**src/rtl/l2_arbiter.sv**
```systemverilog
// Round-robin arbiter sharing one L2 port between an I-cache line-fill port and a D-cache read/writeback port.
// A grant latches the winning request; the FSM then holds it until L2 completes and drops back to IDLE for one cycle.
module l2_arbiter (
    input  logic         clk,
    input  logic         reset_n,
    input  logic         icache_read,
    input  logic [15:0]  icache_address,
    output logic [127:0] icache_rdata,
    output logic         icache_resp,
    input  logic         dcache_read,
    input  logic         dcache_write,
    input  logic [15:0]  dcache_address,
    input  logic [127:0] dcache_wdata,
    output logic [127:0] dcache_rdata,
    output logic         dcache_resp,
    output logic         l2_read,
    output logic         l2_write,
    output logic [15:0]  l2_address,
    output logic [127:0] l2_wdata,
    input  logic [127:0] l2_rdata,
    input  logic         l2_resp
);

    typedef enum logic [1:0] {
        IDLE    = 2'd0,
        SERVE_I = 2'd1,
        SERVE_D = 2'd2
    } state_t;

    localparam logic SIDE_I = 1'b0;
    localparam logic SIDE_D = 1'b1;

    state_t       r_state;
    state_t       w_next_state;
    logic         r_last_grant;
    logic [15:0]  r_address;
    logic         r_write;
    logic [127:0] r_wdata;

    logic         w_i_req;
    logic         w_d_req;
    logic         w_grant_d;
    logic         w_grant;

    assign w_i_req = icache_read;
    assign w_d_req = dcache_read | dcache_write;

    // On a tie the side that did not win last time gets the slot.
    assign w_grant_d = w_d_req & (~w_i_req | (r_last_grant == SIDE_I));
    assign w_grant   = (r_state == IDLE) & (w_i_req | w_d_req);

    always_comb begin
        // NOTE: every output of this block gets a default first, so no path can leave one unassigned and infer a latch.
        w_next_state = r_state;
        l2_read      = 1'b0;
        l2_write     = 1'b0;
        l2_address   = '0;
        l2_wdata     = '0;
        icache_resp  = 1'b0;
        dcache_resp  = 1'b0;

        unique case (r_state)
            IDLE: begin
                if (w_grant) begin
                    w_next_state = w_grant_d ? SERVE_D : SERVE_I;
                end
            end
            SERVE_I, SERVE_D: begin
                l2_read     = ~r_write;
                l2_write    = r_write;
                l2_address  = r_address;
                l2_wdata    = r_wdata;
                icache_resp = (r_state == SERVE_I) & l2_resp;
                dcache_resp = (r_state == SERVE_D) & l2_resp;
                if (l2_resp) begin
                    w_next_state = IDLE;
                end
            end
            default: w_next_state = IDLE;
        endcase
    end

    assign icache_rdata = l2_rdata;
    assign dcache_rdata = l2_rdata;

    always_ff @(posedge clk) begin
        // NOTE: reset is synchronous, and all state uses non-blocking assignment so every register sees pre-edge values.
        if (!reset_n) begin
            r_state      <= IDLE;
            r_last_grant <= SIDE_D;
            r_address    <= '0;
            r_write      <= 1'b0;
            r_wdata      <= '0;
        end else begin
            r_state <= w_next_state;
            if (w_grant) begin
                r_last_grant <= w_grant_d;
                // Read+write together on the D side is illegal and resolves to a writeback.
                if (w_grant_d) begin
                    r_address <= dcache_address;
                    r_write   <= dcache_write;
                    r_wdata   <= dcache_wdata;
                end else begin
                    r_address <= icache_address;
                    r_write   <= 1'b0;
                    r_wdata   <= '0;
                end
            end
        end
    end

endmodule

```
**config.mk**
```make
export PLATFORM = sky130hd
export DESIGN_NAME = l2_arbiter
export DESIGN_NICKNAME = d
export VERILOG_FILES = /design/src/rtl/l2_arbiter.sv
export SDC_FILE = /design/constraint.sdc
export NUM_CORES = 1
export LEC_CHECK = 0
export CAP_MARGIN = 5
export CORE_AREA = 5 5 272 274
export DETAILED_ROUTE_END_ITERATION = 16
export DIE_AREA = 0 0 277 279
export GPL_ROUTABILITY_DRIVEN = 0
export HOLD_SLACK_MARGIN = 0.03
export PLACE_DENSITY = 0.45
export SLEW_MARGIN = 5
export SYNTH_ARGS = -nofsm -noshare
export SYNTH_HDL_FRONTEND = slang
export SYNTH_SLANG_ARGS = --single-unit
export TNS_END_PERCENT = 50
```
**constraint.sdc**
```tcl
create_clock -name clk -period 3.5 [get_ports clk]
set_input_delay 0.525 -clock clk [delete_from_list [all_inputs] [get_ports clk]]
set_output_delay 0.525 -clock clk [all_outputs]
set_load 0.005 [all_outputs]
```
==> flow_summary.ini <==
[clock_network]
clk_path_buf_depth = 2
post_cts_resized = 0
cts_tree = yes
cts_htree_levels = 4
clock-root-buffer = clkbuf_16
cts_made_buffers = 17
postCtsSetupBuffers = 0
worstSkewPairLatency_ns = 0.47
clock-sinks = 148
cts_hold_buf = 0
clkTransAtPathRegs_ns = 0.07

[floorplan]
core-area_um2 = 71100
dieArea_um2 = 77300
rows = 98
start_util_pct = 12.3
die_h_um = 279
ios = 698
die_w_um = 277

[setup_path]
critPathLaunch = r_state[0]$_SDFFE_PN0P_
path_class = flop to output pin
reg2reg_slack_ns = 1.59
cp-end-kind = output pin
cp-start-kind = flop
reg2reg_from = r_state[0]$_SDFFE_PN0P_
crit_arrival_ns = 2.54
required_ns = 2.97
crit_fanout = 52

[layout]
nets = 1407
final_common_cell = clkdlybuf4s50_1
fill_cells = 8060
area_growth_pct = 31.9
drive_gt1_share_pct = 4.19
final_cell_mix = clkdlybuf4s50_1 (312), nand2_1 (162), dfxtp_1 (148)

[routing]
initialDrtViolationCount = 283
drc = 0
vias = 7011
wl_per_cell_um = 14.6
routed_via_density = 3.38
firstDrtPassIters = 4
ant_nets = 0
drt_wl_total_mm = 30.3

[timing]
rsz0062_at_grt = false
finalSetupTns_ns = 0
setup_viol = 0
hold_violations = 0
period_minus_slack_ns = 3.07
finClkSkew_ns = 0.0131
fin_crit_sh_pct = 87.6
max_slew_margin_pct = 41.2
worst_pin_slew_ns = 0.882
slew_violations = 0
holdWs_ns = 0.448
max_freq_mhz = 326

[global_route]
grt_max_degree = 78
antenna_found_initial = 2
track_usage_pct = 7.69
grt_use_met1_pct = 8.25
grt_pass1_wl_mm = 45.4
met3_usage_pct = 4.71
grt_pass1_vias = 7254
grt_most_used_layer = met2
met2_usage_pct = 11.4
grt-ovfl-total = 0

[logic_synthesis]
synth_seq_cells = 148
synth_area_um2 = 8770
synth.avg_cell_area_um2 = 7.93
synth_warnings = 0
yosysSeqAreaShare_pct = 33.8
syn-num-nets = 1403
syn_inst = 1106
synth_cell_types = 25

[power]
peakVddDrop_uv = 290
leakage_uw = 0.00392
power.density_nw_per_um2 = 464

[job]
maxCapViolations = 0

[worst_hold_path]
worstHoldStart = r_wdata[99]$_SDFFE_PN0P_
min_path_type = flop to flop

[place]
port_buffers = 313
dpl.hpwl_mm = 21.7

[run_status]
status = finished clean
==> kinds of logic after synthesis <==
group	count (synthesis)	synth area share (%)
AND/OR/NAND/NOR	444	25.2
AO/OA/AOI/OAI	171	14.3
adder cells (fa/ha/maj)	3	0.428
flip-flops	148	33.8
buffers and inverters	340	26.3
==> synth_stat cells <==
master | n | area share, %
a21boi_0 | 40 | 3.4
a21boi_1 | 91 | 7.8
a2bb2oi_2 | 1 | 0.17
a31oi_1 | 16 | 1.1
and2_1 | 146 | 10
and3_1 | 1 | 0.071
buf_1 | 13 | 0.56
buf_2 | 16 | 0.91
buf_4 | 270 | 23
clkbuf_1 | 39 | 1.7
dfxtp_1 | 148 | 34
ha_1 | 3 | 0.43
inv_1 | 2 | 0.086
nand2_1 | 162 | 6.9
nand2b_1 | 1 | 0.071
nand3_1 | 130 | 7.4
nor2_1 | 1 | 0.043
nor2b_1 | 2 | 0.14
nor4b_1 | 1 | 0.10
o2111ai_1 | 1 | 0.10
o211ai_1 | 1 | 0.086
o21ai_0 | 18 | 1.0
o2bb2ai_2 | 1 | 0.17
o31a_1 | 1 | 0.10
o31ai_4 | 1 | 0.24
==> per-stage QoR <==
stage          cell area (µm²)  setup slack [ns]  util [%]  instances  power, µW
2_1_floorplan             8770              1.65         -       1106       2930
3_3_place_gp             10900             0.963      15.4       2041       3380
3_5_place_dp             10900             0.877      15.4       2041       3400
4_1_cts                  11600             0.325      16.3       2073       5550
5_1_grt                  11600             0.215      16.3       2073       5740
6_report                 11600             0.432      16.3       2074       5370
==> layout make-up <==
class | count | area [µm²] | share of cell area, %
antenna | 1 | 2.50 | 0.0216
clock buffer | 17 | 425 | 3.68
clock inverter | 15 | 195 | 1.69
inverter | 2 | 7.51 | 0.0649
multi-input combinational | 618 | 3520 | 30.4
sequential | 148 | 2960 | 25.6
tap | 950 | 1190 | 10.3
timing repair buffer | 323 | 3270 | 28.2
==> worst max-delay path: stages, from the launching register on <==
cell and delay, ns:
dfxtp_1 0.36, inv_1 0.09, ha_4 0.43, buf_4 0.43, and2_1 0.21, clkdlybuf4s50_1 0.50
==> where the power goes <==
part           leakage [µW]  total [µW]  switching [µW]  internal [µW]
registers           0.00121        1950            87.6           1860
clock network      0.000291        2050             912           1140
logic               0.00241        1370             757            612
==> flip-flops by register name, summed over array words and instances, names as in the netlist <==
register / flops
r_address: 16
r_wdata: 128
r_write: 1
r_last_grant: 1
r_state: 2
==> routing by layer <==
| metal | vias to the layer above | wire [µm] |
|---|---|---|
| met4 | 4 | 1580 |
| met3 | 93 | 3540 |
| met1 | 3179 | 12200 |
| met2 | 390 | 12900 |
| met5 | - | 57 |
| li1 | 3345 | - |
==> path summary, 6_finish.rpt <==
path,endpoint,cells past startpoint
worst max-delay path,l2_wdata[55],5
worst min-delay path,r_wdata[99]$_SDFFE_PN0P_,2
worst max register to register,r_wdata[56]$_SDFFE_PN0P_,6
worst min register to register,r_wdata[99]$_SDFFE_PN0P_,2
(Power assumes the default switching activity.)
